===== src/rtl/mips_mem_pkg.sv =====
// Shared definitions for the MIPS32 MEM-stage data memory.
//   size_e  : access size encoding carried on i_size
//   state_e : data memory controller state
//   byte_en / store_lanes / misaligned : store lane and alignment helpers
package mips_mem_pkg;

    typedef enum logic [1:0] {
        SZ_BYTE = 2'b00,
        SZ_HALF = 2'b01,
        SZ_WORD = 2'b10,
        SZ_RSVD = 2'b11   // behaves as a word access
    } size_e;

    typedef enum logic {
        ST_INIT  = 1'b0,
        ST_READY = 1'b1
    } state_e;

    // Byte-lane write enables for a store of the given size at the given lane.
    function automatic logic [3:0] byte_en(size_e sz, logic [1:0] lane);
        case (sz)
            SZ_BYTE: return 4'b0001 << lane;
            SZ_HALF: return lane[1] ? 4'b1100 : 4'b0011;
            default: return 4'b1111;
        endcase
    endfunction

    // Right-justified store data replicated across lanes so that the
    // enabled lanes always see the right bytes.
    function automatic logic [3:0][7:0] store_lanes(size_e sz, logic [31:0] d);
        case (sz)
            SZ_BYTE: return {4{d[7:0]}};
            SZ_HALF: return {2{d[15:0]}};
            default: return d;
        endcase
    endfunction

    function automatic logic misaligned(size_e sz, logic [1:0] lane);
        case (sz)
            SZ_BYTE: return 1'b0;
            SZ_HALF: return lane[0];
            default: return |lane;
        endcase
    endfunction

endpackage


===== src/rtl/data_memory_be_if.sv =====
// Request/response bus of the byte-enabled data memory.
//   master : pipeline side, drives i_* and samples o_*
//   slave  : memory side
interface data_memory_be_if;
    logic        i_req;
    logic        i_we;
    logic [31:0] i_addr;
    logic [31:0] i_data;
    logic [1:0]  i_size;
    logic        i_unsigned;
    logic [31:0] o_data;
    logic        o_valid;
    logic        o_busy;
    logic        o_misalign;
    logic        o_range_err;

    modport master (
        output i_req, i_we, i_addr, i_data, i_size, i_unsigned,
        input  o_data, o_valid, o_busy, o_misalign, o_range_err
    );
    modport slave (
        input  i_req, i_we, i_addr, i_data, i_size, i_unsigned,
        output o_data, o_valid, o_busy, o_misalign, o_range_err
    );
endinterface


===== src/rtl/dmem_load_align.sv =====
// Combinational load aligner: picks the addressed byte/half out of a
// 32-bit little-endian word and sign- or zero-extends it.
//   i_word     : raw memory word
//   i_lane     : byte address [1:0]
//   i_size     : access size (reserved encoding behaves as word)
//   i_unsigned : 1 = zero-extend, 0 = sign-extend (ignored for words)
//   o_data     : extended result
module dmem_load_align
    import mips_mem_pkg::*;
(
    input  logic [31:0] i_word,
    input  logic [1:0]  i_lane,
    input  logic [1:0]  i_size,
    input  logic        i_unsigned,
    output logic [31:0] o_data
);
    logic [31:0] shifted;
    logic [15:0] half_v;

    always_comb begin
        shifted = i_word >> {i_lane, 3'b000};
        half_v  = i_lane[1] ? i_word[31:16] : i_word[15:0];
        case (size_e'(i_size))
            SZ_BYTE: o_data = {{24{~i_unsigned & shifted[7]}}, shifted[7:0]};
            SZ_HALF: o_data = {{16{~i_unsigned & half_v[15]}}, half_v};
            default: o_data = i_word;
        endcase
    end
endmodule


===== src/rtl/data_memory_be.sv =====
// Byte-enabled MIPS32 data memory with registered, one-cycle-latency reads,
// misalignment / range flagging and a post-reset clear walk.
//   i_clk, i_rst_n : clock, synchronous active-low reset
//   bus            : request (i_*) and response (o_*) signals
// Pipeline: the request is accepted and the RAM read at edge N (stage 1),
// the aligned response is registered at edge N+1.
module data_memory_be
    import mips_mem_pkg::*;
#(
    parameter int DEPTH      = 128,
    parameter int INIT_CLEAR = 1
) (
    input  logic             i_clk,
    input  logic             i_rst_n,
    data_memory_be_if.slave  bus
);
    localparam int AW = $clog2(DEPTH);

    state_e         state_q, state_d;
    logic [AW-1:0]  cnt_q, cnt_d;

    logic [3:0][7:0] mem [DEPTH];
    logic [31:0]     rd_word_q;

    size_e          req_size;
    logic [AW-1:0]  req_idx;
    logic           req_mis, req_rng, busy, accept;

    logic           wr_en;
    logic [3:0]     wr_be;
    logic [AW-1:0]  wr_idx;
    logic [3:0][7:0] wr_data;

    // vld_pipe_q[0] = stage 1 (read issued), [1] = response visible
    logic [1:0]     vld_pipe_q, vld_pipe_d;
    logic           s1_zero_q, s1_zero_d, s1_mis_q, s1_mis_d, s1_rng_q, s1_rng_d;
    logic [1:0]     s1_lane_q, s1_lane_d, s1_size_q, s1_size_d;
    logic           s1_uns_q, s1_uns_d;
    logic [31:0]    ld_data, o_data_q, o_data_d;
    logic           o_mis_q, o_mis_d, o_rng_q, o_rng_d;

    assign req_size = size_e'(bus.i_size);
    assign req_idx  = bus.i_addr[AW+1:2];
    assign req_rng  = |bus.i_addr[31:AW+2];
    assign req_mis  = misaligned(req_size, bus.i_addr[1:0]);
    // Reset is synchronous, so busy must also see the raw reset input.
    assign busy     = !i_rst_n || (state_q == ST_INIT);
    assign accept   = bus.i_req && !busy;

    // Single RAM write port shared by the clear walk and stores.
    always_comb begin
        wr_en   = 1'b0;
        wr_be   = 4'h0;
        wr_idx  = req_idx;
        wr_data = store_lanes(req_size, bus.i_data);
        if (i_rst_n) begin
            if (state_q == ST_INIT) begin
                wr_en   = 1'b1;
                wr_be   = 4'hF;
                wr_idx  = cnt_q;
                wr_data = '0;
            end else if (accept && bus.i_we && !req_mis && !req_rng) begin
                wr_en = 1'b1;
                wr_be = byte_en(req_size, bus.i_addr[1:0]);
            end
        end
    end

    // Storage is not reset; read is synchronous so the array maps to RAM.
    always_ff @(posedge i_clk) begin
        for (int l = 0; l < 4; l++)
            if (wr_en && wr_be[l]) mem[wr_idx][l] <= wr_data[l];
        if (accept) rd_word_q <= mem[req_idx];
    end

    always_comb begin
        state_d = state_q;
        cnt_d   = cnt_q;
        if (state_q == ST_INIT) begin
            cnt_d = cnt_q + 1'b1;
            if (cnt_q == AW'(DEPTH - 1)) state_d = ST_READY;
        end
    end

    dmem_load_align u_align (
        .i_word     (rd_word_q),
        .i_lane     (s1_lane_q),
        .i_size     (s1_size_q),
        .i_unsigned (s1_uns_q),
        .o_data     (ld_data)
    );

    always_comb begin
        vld_pipe_d = {vld_pipe_q[0], accept};
        s1_zero_d  = s1_zero_q;
        s1_mis_d   = s1_mis_q;
        s1_rng_d   = s1_rng_q;
        s1_lane_d  = s1_lane_q;
        s1_size_d  = s1_size_q;
        s1_uns_d   = s1_uns_q;
        if (accept) begin
            s1_zero_d = bus.i_we || req_mis || req_rng;
            s1_mis_d  = req_mis;
            s1_rng_d  = req_rng;
            s1_lane_d = bus.i_addr[1:0];
            s1_size_d = bus.i_size;
            s1_uns_d  = bus.i_unsigned;
        end
        o_data_d = o_data_q;
        if (vld_pipe_q[0]) o_data_d = s1_zero_q ? 32'h0 : ld_data;
        o_mis_d = vld_pipe_q[0] && s1_mis_q;
        o_rng_d = vld_pipe_q[0] && s1_rng_q;
    end

    always_ff @(posedge i_clk) begin
        if (!i_rst_n) begin
            state_q    <= (INIT_CLEAR != 0) ? ST_INIT : ST_READY;
            cnt_q      <= '0;
            vld_pipe_q <= '0;
            s1_zero_q  <= 1'b1;
            s1_mis_q   <= 1'b0;
            s1_rng_q   <= 1'b0;
            s1_lane_q  <= '0;
            s1_size_q  <= '0;
            s1_uns_q   <= 1'b0;
            o_data_q   <= '0;
            o_mis_q    <= 1'b0;
            o_rng_q    <= 1'b0;
        end else begin
            state_q    <= state_d;
            cnt_q      <= cnt_d;
            vld_pipe_q <= vld_pipe_d;
            s1_zero_q  <= s1_zero_d;
            s1_mis_q   <= s1_mis_d;
            s1_rng_q   <= s1_rng_d;
            s1_lane_q  <= s1_lane_d;
            s1_size_q  <= s1_size_d;
            s1_uns_q   <= s1_uns_d;
            o_data_q   <= o_data_d;
            o_mis_q    <= o_mis_d;
            o_rng_q    <= o_rng_d;
        end
    end

    assign bus.o_data      = o_data_q;
    assign bus.o_valid     = vld_pipe_q[1];
    assign bus.o_busy      = busy;
    assign bus.o_misalign  = o_mis_q;
    assign bus.o_range_err = o_rng_q;
endmodule


===== src/flat_wrapper.sv =====
// flat-port wrapper written by rule: the top's interface ports become plain ports
module data_memory_be_flat import mips_mem_pkg::*;
#(
    parameter int DEPTH      = 128,
    parameter int INIT_CLEAR = 1
)
  (i_clk, i_rst_n, bus_i_req, bus_i_we, bus_i_addr, bus_i_data, bus_i_size, bus_i_unsigned, bus_o_data, bus_o_valid, bus_o_busy, bus_o_misalign, bus_o_range_err);
  data_memory_be_if bus_i ();
  input  logic i_clk;
  input  logic i_rst_n;
  input wire logic [$bits(bus_i.i_req)-1:0] bus_i_req;
  input wire logic [$bits(bus_i.i_we)-1:0] bus_i_we;
  input wire logic [$bits(bus_i.i_addr)-1:0] bus_i_addr;
  input wire logic [$bits(bus_i.i_data)-1:0] bus_i_data;
  input wire logic [$bits(bus_i.i_size)-1:0] bus_i_size;
  input wire logic [$bits(bus_i.i_unsigned)-1:0] bus_i_unsigned;
  output wire logic [$bits(bus_i.o_data)-1:0] bus_o_data;
  output wire logic [$bits(bus_i.o_valid)-1:0] bus_o_valid;
  output wire logic [$bits(bus_i.o_busy)-1:0] bus_o_busy;
  output wire logic [$bits(bus_i.o_misalign)-1:0] bus_o_misalign;
  output wire logic [$bits(bus_i.o_range_err)-1:0] bus_o_range_err;
  assign bus_i.i_req = bus_i_req;
  assign bus_i.i_we = bus_i_we;
  assign bus_i.i_addr = bus_i_addr;
  assign bus_i.i_data = bus_i_data;
  assign bus_i.i_size = bus_i_size;
  assign bus_i.i_unsigned = bus_i_unsigned;
  assign bus_o_data = bus_i.o_data;
  assign bus_o_valid = bus_i.o_valid;
  assign bus_o_busy = bus_i.o_busy;
  assign bus_o_misalign = bus_i.o_misalign;
  assign bus_o_range_err = bus_i.o_range_err;
  data_memory_be #(.DEPTH(DEPTH), .INIT_CLEAR(INIT_CLEAR)) u_core (.i_clk(i_clk), .i_rst_n(i_rst_n), .bus(bus_i));
endmodule

===== config.mk =====
export PLATFORM = sky130hd
export DESIGN_NAME = data_memory_be_flat
export DESIGN_NICKNAME = d
export VERILOG_FILES = /design/src/rtl/mips_mem_pkg.sv /design/src/rtl/data_memory_be_if.sv /design/src/rtl/dmem_load_align.sv /design/src/rtl/data_memory_be.sv /design/src/flat_wrapper.sv
export SDC_FILE = /design/constraint.sdc
export NUM_CORES = 2
export LEC_CHECK = 0
export CORE_MARGIN = 4
export CORE_UTILIZATION = 35
export DETAILED_ROUTE_END_ITERATION = 16
export PLACE_DENSITY = 0.57
export SETUP_SLACK_MARGIN = 0.05
export SYNTH_ARGS = -nofsm -noshare
export SYNTH_HDL_FRONTEND = slang
export SYNTH_SLANG_ARGS = --single-unit

===== constraint.sdc =====
create_clock -name i_clk -period 13.6 [get_ports i_clk]
set_clock_uncertainty 0.2 [all_clocks]
set_input_delay 2.72 -clock i_clk [delete_from_list [all_inputs] [get_ports i_clk]]
set_output_delay 2.72 -clock i_clk [all_outputs]
set_load 0.005 [all_outputs]

==> flow_metrics.py <==
metrics = {
    "run_status": {
        "run_status": "complete, but fails checks",
        "violations": "capacitance limit, slew limit",
    },
    "cts": {
        "clk_latency_ns": 0.97,
        "clk_pin_slew_worst_paths_ns": 0.07,
        "cts_buffer_depth": 4,
        "cts_tree": "done",
        "cts_resized": 0,
        "clock_sinks": 4180,
        "cts_hold_buf": 0,
        "cts_setup_buffers": 0,
        "numCtsBuffers": 405,
        "clockRootBuffer": "clkbuf_16",
        "h-tree-depth": 5,
    },
    "worst_setup_path": {
        "rrSetupSlack_ns": 7.52,
        "start_kind": "primary input",
        "critical_path.startpoint": "bus_i_size[0]",
        "crit_slowest_cell": "a21oi_1",
        "reg2reg_to": "u_core.mem[2][7]",
        "cp_data_arrival_time_ns": 8.09,
        "crit_type": "primary input to flip-flop",
        "max_stage_delay_ns": 1.34,
        "rr_worst_depth": 6,
        "required_ns": 13.95,
        "r2r_start": "u_core.state_q",
        "worstSetupEndpoint": "u_core.mem[23][18]",
        "critPathMaxFanout": 63,
        "cp-end-kind": "flip-flop",
        "worstPathCellList": "clkdlybuf4s50_1 -> or2_2 -> a221oi_1 -> nand4b_1 -> buf_4 -> a21oi_1",
    },
    "timing": {
        "finalSetupViolCount": 0,
        "hold_viol": 0,
        "tns_ns": 0,
        "grt_setup_unrepaired": "no",
        "post-route-period-util_pct": 57.0,
        "setup_ws_ns": 5.85,
        "slew-limit-headroom_pct": -2.96,
        "fin_crit_ns": 7.75,
        "slew_viol_final": 9,
        "fmax_ghz": 0.129,
        "worst_pin_slew_ns": 1.54,
    },
    "routing": {
        "post-route-drc-count": 0,
        "via_per_inst": 5.65,
        "drt_wl_total_um": 447000,
        "drtIter0Drc": 10100,
        "routed-via-count": 78000,
        "firstDrtPassIters": 10,
        "detail-route-antenna-nets": 0,
        "avgRoutedWirePerCell_um": 32.4,
    },
    "yosys": {
        "ys_types": 47,
        "synthFlopType": "edfxtp_1",
        "syn_nets": 7112,
        "synth_area_um2": 163000,
        "syn_inst": 7040,
        "syn_area_per_cell_um2": 23.2,
        "yosysTopAreaCell": "edfxtp_1",
        "yosysWarnings": 0,
        "netlist.area_leader.share_pct": 75.9,
        "synth-edff-count": 4128,
        "synth-seq-area-share_pct": 76.6,
        "async_reset_ff_share_pct": 0,
        "ys_seq_elements": 4180,
        "synth_area_leaders": "edfxtp_1 (76%), mux4_2 (19%), a21oi_1 (1.7%)",
    },
    "place": {
        "dp_hpwl_um": 289000,
        "place_inst": 13000,
        "numPortBuffers": 106,
        "pre_cts_ws_ns": 5.15,
        "routabilityCongestion": 0.866,
    },
    "power_and_ir_drop": {
        "ir_worst_vdd_v": 0.000113,
        "p_per_area_nw_per_um2": 145,
        "power.leakage_nw": 56.5,
    },
    "flow_run": {
        "cap_violations": 2,
    },
    "cells_and_area": {
        "area_growth_pct": 13.8,
        "layout.nets": 7355,
        "mostFrequentLayoutCells": "edfxtp_1 (4128), mux4_2 (1345), a21oi_1 (490)",
        "final_layout_size_suffix_gt1_share_pct": 30.4,
        "final_common_cell": "edfxtp_1",
        "instances_no_fill": 13800,
    },
    "min_path": {
        "hold_path_class": "flip-flop to flip-flop",
        "hold_depth": 2,
    },
    "die": {
        "dieArea_um2": 478000,
        "ios": 107,
        "initial_core_util_pct": 35.2,
        "die_height_um": 691,
        "die_x_um": 691,
        "coreArea_um2": 464000,
        "placementRows": 250,
    },
    "global_route": {
        "grt_pass1_vias": 77900,
        "grt_max_degree": 188,
        "antenna_found_initial": 37,
        "track_usage_pct": 18.3,
        "grt_pass1_wl_um": 625000,
        "grt_overflow": 0,
    },
}
==> per-layer routing <==
layer / track usage [%] / up-vias / part of all wire [%]
li1: - / 30900 / -
met1: 25.6 / 42700 / 41
met2: 28.7 / 3794 / 47
met3: 4.13 / 589 / 8.9
met4: 5.42 / 18 / 3.1
met5: 0 / - / 0.026
==> worst min path at each step <==
stage                              start              endpoint
global placement         u_core.s1_mis_q       u_core.s1_mis_q
finish                   u_core.s1_rng_q       u_core.s1_rng_q
detailed placement       u_core.s1_rng_q       u_core.s1_rng_q
CTS                      u_core.s1_rng_q       u_core.s1_rng_q
global route        u_core.bus.o_data[3]  u_core.bus.o_data[3]
floorplan                u_core.s1_mis_q       u_core.s1_mis_q
==> critical path, delay by kind of cell <==
kind	cells	cell delay, ns
buffers and inverters	2	1.44
AND/OR/NAND/NOR	2	1.44
AO/OA/AOI/OAI	2	2.34
==> power by group <==
| group | switching (mW) | internal (mW) | total [mW] | leakage, nW |
|---|---|---|---|---|
| logic | 0.918 | 0.523 | 1.44 | 11.9 |
| registers | 0.00769 | 14.2 | 14.2 | 38.1 |
| clock network | 4.84 | 6.47 | 11.3 | 6.46 |
==> cell families after synthesis <==
family / Yosys count / synth area share (%)
buffers and inverters: 510 / 1.27
AO/OA/AOI/OAI: 626 / 2.05
multiplexers: 1414 / 19.0
adder cells (fa/ha/maj): 1 / 0.00766
XOR/XNOR: 5 / 0.0268
AND/OR/NAND/NOR: 304 / 1.08
flip-flops: 4180 / 76.6
==> through the flow <==
| step | area [µm²] | hold WS (ns) | total power, mW | utilization [%] |
|---|---|---|---|---|
| after global routing | 186000 | 0.310 | 27.8 | 40.0 |
| after detailed placement | 173000 | 0.265 | 16.0 | 37.2 |
| after CTS | 186000 | 0.281 | 27.2 | 40.0 |
| after floorplan | 163000 | 0.246 | 15.4 | - |
| after global placement | 172000 | 0.275 | 15.9 | 37.1 |
| final | 186000 | 0.278 | 27.0 | 40.0 |
==> Yosys cell counts, drive strengths merged (7+ instances only) <==
cell / number
o21a: 9
o21ai: 16
buf: 136
inv: 7
a21boi: 25
mux2: 47
edfxtp: 4128
nand2b: 40
and2: 14
nor2b: 12
nor2: 33
dfxtp: 52
nand4: 129
clkbuf: 367
nand2: 40
a21oi: 539
o221ai: 24
mux4: 1345
mux2i: 22
nand3: 8
==> registers in the layout (all words and copies together), names as in the netlist, 2 cells and up <==
| register | flops |
|---|---|
| u_core.cnt_q | 7 |
| u_core.bus.o_data | 32 |
| u_core.mem | 4096 |
| u_core.rd_word_q | 32 |
| u_core.vld_pipe_q | 2 |
| u_core.s1_size_q | 2 |
| u_core.s1_lane_q | 2 |
==> final cells by class <==
type / instances / area, µm²
repair buffers: 339 / 3060
inverters: 7 / 26.3
clock inverters: 231 / 2540
well taps: 6174 / 7720
flip-flops and latches: 4180 / 125000
fillers: 40300 / 278000
clock buffers: 507 / 10700
diodes: 19 / 47.5
multi-input cells: 2350 / 36800
No activity file was read; power rests on OpenSTA's default activity.
